[src/rtl/alu_issue_ctrl_if.sv]
// alu_issue_ctrl_if: cmd handshake (cmd_*), external ALU drive/result (alu_*), response handshake (rsp_*) and op_count of alu_issue_ctrl
interface alu_issue_ctrl_if;
  logic       cmd_valid;
  logic       cmd_ready;
  logic [2:0] cmd_op;
  logic [3:0] cmd_a;
  logic [3:0] cmd_b;
  logic [2:0] alu_ope;
  logic [3:0] alu_a;
  logic [3:0] alu_b;
  logic [4:0] alu_out;
  logic       rsp_valid;
  logic       rsp_ready;
  logic [4:0] rsp_data;
  logic [2:0] rsp_op;
  logic       rsp_zero;
  logic [7:0] op_count;
  modport master (
    output cmd_valid, cmd_op, cmd_a, cmd_b, alu_out, rsp_ready,
    input  cmd_ready, alu_ope, alu_a, alu_b, rsp_valid, rsp_data, rsp_op, rsp_zero, op_count
  );
  modport slave (
    input  cmd_valid, cmd_op, cmd_a, cmd_b, alu_out, rsp_ready,
    output cmd_ready, alu_ope, alu_a, alu_b, rsp_valid, rsp_data, rsp_op, rsp_zero, op_count
  );
endinterface

[src/rtl/alu_issue_ctrl.sv]
// alu_issue_ctrl: issues one command to an external ALU, holds operands SETTLE cycles, captures result into a 2-entry response FIFO (ports: clk, rst, bus slave)
module alu_issue_ctrl #(
  parameter int unsigned SETTLE = 1
) (
  input logic           clk,
  input logic           rst,
  alu_issue_ctrl_if.slave bus
);
  typedef enum logic {IDLE, DRIVE} state_t;
  state_t     state_q;
  logic [3:0] cnt_q;
  logic [2:0] ope_q;
  logic [3:0] a_q;
  logic [3:0] b_q;
  logic [8:0] fifo_q [2];
  logic [1:0] count_q;
  logic [1:0] count_d;
  logic [7:0] op_count_q;
  logic       accept;
  logic       push;
  logic       pop;
  logic [8:0] entry;
  always_comb begin
    accept  = bus.cmd_valid && state_q == IDLE && count_q != 2'd2;
    push    = state_q == DRIVE && cnt_q == 4'd1;
    pop     = count_q != 2'd0 && bus.rsp_ready;
    entry   = {bus.alu_out, ope_q, bus.alu_out == 5'd0};
    count_d = count_q + 2'(push) - 2'(pop);
  end
  always_ff @(posedge clk) begin
    if (rst) begin
      state_q    <= IDLE;
      cnt_q      <= '0;
      ope_q      <= '0;
      a_q        <= '0;
      b_q        <= '0;
      fifo_q[0]  <= '0;
      fifo_q[1]  <= '0;
      count_q    <= '0;
      op_count_q <= '0;
    end else begin
      if (state_q == IDLE) begin
        if (accept) begin
          ope_q   <= bus.cmd_op;
          a_q     <= bus.cmd_a;
          b_q     <= bus.cmd_b;
          cnt_q   <= 4'(SETTLE);
          state_q <= DRIVE;
        end
      end else begin
        cnt_q <= cnt_q - 4'd1;
        if (push) begin
          state_q    <= IDLE;
          op_count_q <= op_count_q + 8'd1;
        end
      end
      // a push only ever lands in a FIFO holding at most one entry
      if (pop) fifo_q[0] <= (push && count_q == 2'd1) ? entry : fifo_q[1];
      else if (push) fifo_q[count_q[0]] <= entry;
      count_q <= count_d;
    end
  end
  assign bus.cmd_ready = state_q == IDLE && count_q != 2'd2;
  assign bus.alu_ope   = ope_q;
  assign bus.alu_a     = a_q;
  assign bus.alu_b     = b_q;
  assign bus.rsp_valid = count_q != 2'd0;
  assign bus.rsp_data  = fifo_q[0][8:4];
  assign bus.rsp_op    = fifo_q[0][3:1];
  assign bus.rsp_zero  = fifo_q[0][0];
  assign bus.op_count  = op_count_q;
endmodule

[src/flat_wrapper.sv]
// flat-port wrapper written by rule: the top's interface ports become plain ports
module alu_issue_ctrl_flat 
#(
  parameter int unsigned SETTLE = 1
)
  (clk, rst, bus_cmd_valid, bus_cmd_op, bus_cmd_a, bus_cmd_b, bus_alu_out, bus_rsp_ready, bus_cmd_ready, bus_alu_ope, bus_alu_a, bus_alu_b, bus_rsp_valid, bus_rsp_data, bus_rsp_op, bus_rsp_zero, bus_op_count);
  alu_issue_ctrl_if bus_i ();
  input logic clk;
  input logic rst;
  input wire logic [$bits(bus_i.cmd_valid)-1:0] bus_cmd_valid;
  input wire logic [$bits(bus_i.cmd_op)-1:0] bus_cmd_op;
  input wire logic [$bits(bus_i.cmd_a)-1:0] bus_cmd_a;
  input wire logic [$bits(bus_i.cmd_b)-1:0] bus_cmd_b;
  input wire logic [$bits(bus_i.alu_out)-1:0] bus_alu_out;
  input wire logic [$bits(bus_i.rsp_ready)-1:0] bus_rsp_ready;
  output wire logic [$bits(bus_i.cmd_ready)-1:0] bus_cmd_ready;
  output wire logic [$bits(bus_i.alu_ope)-1:0] bus_alu_ope;
  output wire logic [$bits(bus_i.alu_a)-1:0] bus_alu_a;
  output wire logic [$bits(bus_i.alu_b)-1:0] bus_alu_b;
  output wire logic [$bits(bus_i.rsp_valid)-1:0] bus_rsp_valid;
  output wire logic [$bits(bus_i.rsp_data)-1:0] bus_rsp_data;
  output wire logic [$bits(bus_i.rsp_op)-1:0] bus_rsp_op;
  output wire logic [$bits(bus_i.rsp_zero)-1:0] bus_rsp_zero;
  output wire logic [$bits(bus_i.op_count)-1:0] bus_op_count;
  assign bus_i.cmd_valid = bus_cmd_valid;
  assign bus_i.cmd_op = bus_cmd_op;
  assign bus_i.cmd_a = bus_cmd_a;
  assign bus_i.cmd_b = bus_cmd_b;
  assign bus_i.alu_out = bus_alu_out;
  assign bus_i.rsp_ready = bus_rsp_ready;
  assign bus_cmd_ready = bus_i.cmd_ready;
  assign bus_alu_ope = bus_i.alu_ope;
  assign bus_alu_a = bus_i.alu_a;
  assign bus_alu_b = bus_i.alu_b;
  assign bus_rsp_valid = bus_i.rsp_valid;
  assign bus_rsp_data = bus_i.rsp_data;
  assign bus_rsp_op = bus_i.rsp_op;
  assign bus_rsp_zero = bus_i.rsp_zero;
  assign bus_op_count = bus_i.op_count;
  alu_issue_ctrl #(.SETTLE(SETTLE)) u_core (.clk(clk), .rst(rst), .bus(bus_i));
endmodule
[config.mk]
export PLATFORM = sky130hd
export DESIGN_NAME = alu_issue_ctrl_flat
export DESIGN_NICKNAME = d
export VERILOG_FILES = /design/src/rtl/alu_issue_ctrl_if.sv /design/src/rtl/alu_issue_ctrl.sv /design/src/flat_wrapper.sv
export SDC_FILE = /design/constraint.sdc
export NUM_CORES = 1
export LEC_CHECK = 0
export CAP_MARGIN = 25
export CORE_ASPECT_RATIO = 2
export CORE_MARGIN = 4
export CORE_UTILIZATION = 52
export DETAILED_ROUTE_END_ITERATION = 7
export PLACE_DENSITY = 0.82
export SLEW_MARGIN = 30
export SYNTH_ARGS = -nofsm -noshare
export SYNTH_HDL_FRONTEND = slang
export SYNTH_SLANG_ARGS = --single-unit
export TNS_END_PERCENT = 20
[constraint.sdc]
create_clock -name clk -period 3.61 [get_ports clk]
set_input_delay 0.722 -clock clk [delete_from_list [all_inputs] [get_ports clk]]
set_output_delay 0.722 -clock clk [all_outputs]
set_load 0.05 [all_outputs]
==> results of run 1 <==
==> cell usage in the layout, fill, tap and decap left out, types with 2 or more instances in the layout <==
master / n
clkdlybuf4s50_1: 49
dfxtp_1: 26
nor2_1: 23
edfxtp_1: 18
a21oi_1: 14
nand3_1: 12
mux2i_1: 11
o21ai_2: 9
a21oi_2: 9
xor2_1: 7
nand2b_1: 5
ha_1: 5
clkbuf_8: 5
nand2_1: 4
inv_1: 3
nor3_1: 3
nand4_1: 3
inv_2: 2
or2_2: 2
xnor2_1: 2
a311oi_1: 2
clkinv_2: 2
buf_4: 2
==> registers in the layout, indices dropped and copies added (netlist names) <==
signal / flops
u_core.bus.alu_a: 4
u_core.bus.alu_b: 4
u_core.bus.alu_ope: 3
u_core.bus.op_count: 8
u_core.cnt_q: 4
u_core.count_q: 2
u_core.fifo_q: 18
u_core.state_q: 1
==> layer usage <==
| layer | global-route usage, % | vias up | share of wire (%) |
|---|---|---|---|
| li1 | - | 749 | - |
| met1 | 19.6 | 728 | 36 |
| met2 | 36.3 | 55 | 54 |
| met3 | 5.74 | 10 | 6.8 |
| met4 | 10.1 | 0 | 3.3 |
| met5 | 0 | - | 0 |
==> where the power goes <==
| group | leakage [nW] | switching [mW] | internal (mW) | total (mW) |
|---|---|---|---|---|
| sequential | 0.400 | 0.0615 | 0.592 | 0.653 |
| combinational | 0.506 | 0.395 | 0.228 | 0.623 |
| clock | 0.0453 | 0.165 | 0.131 | 0.297 |
==> final cells by class <==
cell class / instances / share of cell area, %
clock buffer: 5 / 2.63
multi-input combinational: 126 / 33.8
clock inverter: 3 / 0.527
tap: 49 / 2.35
inverter: 5 / 0.718
sequential: 44 / 40.6
timing repair buffer: 51 / 19.3
==> worst register-to-register path, delay by kind of cell (launching register included) <==
family / cells / cell delay [ns]
buf+inv: 1 / 0.23
flops: 1 / 0.64
simple gates: 3 / 1.07
==> final timing paths <==
kind                                      from                                end  slack, ns  depth (start not counted)
setup / recovery  u_core.count_q[1]$_SDFF_PP0_                      bus_cmd_ready       1.11                          3
hold / removal    u_core.cnt_q[3]$_SDFFE_PP0P_       u_core.cnt_q[3]$_SDFFE_PP0P_       0.50                          1
setup reg to reg     u_core.state_q$_SDFF_PP0_  u_core.fifo_q[1][6]$_SDFFCE_PN0P_       1.33                          4
hold reg to reg   u_core.cnt_q[3]$_SDFFE_PP0P_       u_core.cnt_q[3]$_SDFFE_PP0P_       0.50                          1
==> logic make-up after synthesis <==
| family | after synthesis | synth area share, % |
|---|---|---|
| compound gates | 39 | 15.0 |
| xor+xnor | 9 | 3.91 |
| fa+ha+maj | 5 | 3.10 |
| buf+inv | 14 | 3.48 |
| flops | 44 | 52.6 |
| mux | 11 | 5.46 |
| simple gates | 62 | 16.4 |
==> impl_metrics.toml, run 1 <==
[place]
dp_hpwl_um = 3330
place_inst = 275
place_area_um2 = 2530
place_ws_ns = 0.967
port-buffer-count = 49
place_congestion = 0.771

[detailed_routing]
wl_per_cell_um = 15.8
num_vias = 1542
drt-total-wl_um = 4460
ant_nets = 0
vias_per_cell = 5.45
first_pass_iters = 4
drtIter0Drc = 29
drc = 0

[floorplanning]
rows = 31
start_util_pct = 54.7
coreArea_um2 = 3680
ioPinCount = 50
die_x_um = 52.0
fp.dieArea_um2 = 5000
die_y_um = 96.1

[clock_tree]
root_buffer = "clkbuf_8"
cts_tree = "done"
max-clock-path-buffers = 2
cts-buffers-inserted = 5
cts_hold_buf = 0
post_cts_resized = 0
htreeDepth = 2
clock_latency_ns = 0.30
path_clk_slew_ns = 0.08
cts.sinks = 44
cts_setup_buffers = 0

[yosys]
async_flop_share_pct = 0
syn_area_um2 = 2020
post-synth-top-count-cell = "dfxtp_1"
synth_area_per_cell_um2 = 11.0
yosysTopAreaCell = "edfxtp_1"
synth_top_area_share_pct = 26.8
syn_inst = 184
ys_ff_latch = 44
synthTopCellsByArea = "edfxtp_1, dfxtp_1, mux2i_1, nor2_1, a21oi_2"
synth_flop_cell = "dfxtp_1"
synth_edf_count = 18
ys_seq_area_share_pct = 52.6
yosys-top-cells-count = "dfxtp_1, nor2_1, edfxtp_1, a21oi_1, nand3_1"
synthesis.nets = 209
synth_cell_types = 37
synth_warnings = 0

[cells_and_area]
nets = 258
antennaDiodeCount = 0
fin_area_um2 = 2610
stdcell_count = 283
final-seq-area_um2 = 1060
utilization_pct = 70.9
drive_gt1_share_pct = 15.8
multi_input_area_um2 = 885
syn2layout_area_growth_pct = 29.7
n_fill_cell = 264

[grt]
antenna_found_initial = 0
grt_pass1_wl_um = 7400
grt_max_degree = 33
grt_usage_pct = 19.9
grt-ovfl-total = 0
grt_pass1_vias = 1612

[worst_setup_path]
worstSetupPathType = "reg -> out"
crit_chain = "nor2b_4, nor2_1, clkdlybuf4s50_1"
critPathBufInv = 1
endpoint_kind = "primary output"
slowest_stage = "clkdlybuf4s50_1"
arrival_ns = 1.78
cp_top_family = "buffers and inverters"
slowest_delay_ns = 0.71
cp-start-kind = "flop"
cp_max_fo = 6
critPathRequiredTime_ns = 2.89

[pwr]
power.leakage_nw = 0.951
p_per_area_nw_per_um2 = 602
totalPowerFinal_mw = 1.57
ir_worst_vdd_v = 0.000461

[timing]
setup_slack_ns = 1.11
fin_hold_ws_ns = 0.501
finalSetupViolCount = 0
setup_tns_ns = 0
fmax_mhz = 400
min_period_ns = 2.50
fin_skew_ns = 0.00538
grt_setup_unrepaired = "false"
timing.final.crit_share_pct = 69.2
final-hold-violation-count = 0
drv_slew = 0
tightest_slew_ns = 0.790
slew_headroom_pct = 47.3

[worst_hold_path]
hold_path.class = "reg -> reg"

[job]
max_cap_viol_count = 0

[status]
status = "finished, final reports clean"
Power figures use the tool's default switching activity.
==> inputs of run 2 (changes only) <==
--- a/config.mk
+++ b/config.mk
@@ -8,9 +8,9 @@
 export CAP_MARGIN = 25
 export CORE_ASPECT_RATIO = 2
 export CORE_MARGIN = 4
-export CORE_UTILIZATION = 52
+export CORE_UTILIZATION = 49
 export DETAILED_ROUTE_END_ITERATION = 7
-export PLACE_DENSITY = 0.82
+export PLACE_DENSITY = 0.78
 export SLEW_MARGIN = 30
 export SYNTH_ARGS = -nofsm -noshare
 export SYNTH_HDL_FRONTEND = slang
==> constraint.sdc (replaced) <==
create_clock -name clk -period 2.5 [get_ports clk]
set_input_delay 0.5 -clock clk [delete_from_list [all_inputs] [get_ports clk]]
set_output_delay 0.5 -clock clk [all_outputs]
set_load 0.05 [all_outputs]
==> run 2 against run 1 <==
Final cell count is 2.1% higher. Register-to-register slack worse by 0.72 ns. Power rose by 51%. Sequential share of layout area is 0.99 points lower. Critical path depth unchanged. Hold slack got worse by 0.0048 ns. Utilization down 2.7 points. Critical path type unchanged. Largest cell class unchanged.
==> impl_metrics.toml, run 2 (synthesized netlist as in run 1, its figures left out) <==
[timing]
slew_headroom_pct = 65.9
setup_slack_ns = 0.232
fin_skew_ns = 0.00638
setup_tns_ns = 0
final-hold-violation-count = 0
min_period_ns = 2.27
finalSetupViolCount = 0
fmax_mhz = 441
grt_setup_unrepaired = "false"
drv_slew = 0
tightest_slew_ns = 0.509
timing.final.crit_share_pct = 90.7

[clock_tree]
cts_hold_buf = 0
post_cts_resized = 0
cts-buffers-inserted = 5
clock_latency_ns = 0.29
cts.sinks = 44
max-clock-path-buffers = 2
path_clk_slew_ns = 0.08
cts_setup_buffers = 0
htreeDepth = 2
cts_tree = "done"
root_buffer = "clkbuf_8"

[place]
dp_hpwl_um = 2990
place_ws_ns = 0.219
port-buffer-count = 49
place_congestion = 0.815
place_area_um2 = 2560

[cells_and_area]
drive_gt1_share_pct = 17.6
antennaDiodeCount = 0
largest_reg_flops = 18
fin_area_um2 = 2680
utilization_pct = 68.3
top_register = "u_core.fifo_q"
syn2layout_area_growth_pct = 32.9
nets = 262
layout_common_cells = "clkdlybuf4s50_1, dfxtp_1, nor2_1"
layout_commonest_cell = "clkdlybuf4s50_1"

[floorplanning]
start_util_pct = 51.4
ioPinCount = 50
die_x_um = 53.4
die_y_um = 98.7
rows = 32
coreArea_um2 = 3920
fp.dieArea_um2 = 5270

[worst_hold_path]
hold-path-endpoint = "u_core.cnt_q[3]$_SDFFE_PP0P_"
hold_path_depth = 1
hp-start = "u_core.cnt_q[3]$_SDFFE_PP0P_"
hold_path.class = "reg -> reg"

[detailed_routing]
wl_per_cell_um = 14.1
ant_nets = 0
drtIter0Drc = 33
drt-total-wl_um = 4070
drc = 0
num_vias = 1552
first_pass_iters = 5
vias_per_cell = 5.37

[grt]
grt_max_degree = 25
antenna_found_initial = 0
grt-ovfl-total = 0
grt_pass1_wl_um = 6630
grt_pass1_vias = 1549
grt_usage_pct = 16.3

[worst_setup_path]
timing.rr.start = "u_core.state_q$_SDFF_PP0_"
reg2reg_depth = 3
reg2reg_slack_ns = 0.61
slowest_delay_ns = 0.71
cp-start-kind = "flop"
worstSetupPathType = "reg -> out"
slowest_stage = "clkdlybuf4s50_1"
cp_max_fo = 6
crit_chain = "nor2b_4, nor2_1, clkdlybuf4s50_1"
arrival_ns = 1.77
r2r_end = "u_core.fifo_q[1][7]$_SDFFCE_PN0P_"
critPathRequiredTime_ns = 2.00
endpoint_kind = "primary output"

[pwr]
totalPowerFinal_mw = 2.37
ir_worst_vdd_v = 0.000646
p_per_area_nw_per_um2 = 886
power.leakage_nw = 0.980

[status]
status = "finished, final reports clean"

[job]
max_cap_viol_count = 0
run 2: cell count changes in the layout (fill, tap and decap cells not counted):
cell / delta
clkinvlp_4: +1
buf_4: +4
bufinv_16: +1
inv_6: +1
clkinv_1: -1
clkinv_2: -2
run 2: where the power goes:
group,leakage [nW],switching (mW),internal (mW)
Combinational,0.526,0.560,0.335
Sequential,0.400,0.0825,0.854
Clock,0.0548,0.241,0.301
run 2: cell type report:
type	instances	area (um^2)
repair buffers	55	536
multi-input cells	126	885
well taps	51	63.8
inverters	5	18.8
clock buffers	5	68.8
fillers	341	1240
clock inverters	3	46.3
flip-flops and latches	44	1060
run 2: per-stage QoR:
stage / cells / hold WS, ns
finish: 289 / 0.496
global route: 289 / 0.509
CTS: 289 / 0.491
detailed placement: 281 / 0.475
global placement: 281 / 0.468
floorplan: 184 / 0.450
run 2: worst max path at each step:
stage	start	to	slack (ns)
6_report	u_core.count_q[1]$_SDFF_PP0_	bus_cmd_ready	0.23
5_1_grt	u_core.count_q[1]$_SDFF_PP0_	bus_cmd_ready	0.16
4_1_cts	u_core.count_q[1]$_SDFF_PP0_	bus_cmd_ready	0.21
3_5_place_dp	bus_rsp_ready	u_core.fifo_q[1][3]$_SDFFCE_PN0P_	0.22
3_3_place_gp	bus_rsp_ready	u_core.fifo_q[1][7]$_SDFFCE_PN0P_	0.23
2_1_floorplan	u_core.cnt_q[0]$_SDFFE_PP0P_	u_core.fifo_q[1][0]$_SDFFCE_PN0P_	0.67
run 2: worst max-delay path: cells and delay by family, from the launching register on:
family / cells / cell delay, ns
simple gates: 2 / 0.28
buf+inv: 1 / 0.71
flops: 1 / 0.48
run 2: per-layer routing:
layer / vias up / share of wire, % / track usage (%)
met1: 734 / 39 / 16.7
li1: 763 / - / -
met5: - / 0 / 0
met3: 9 / 5.0 / 3.78
met4: 0 / 2.0 / 6.89
met2: 46 / 54 / 29.7
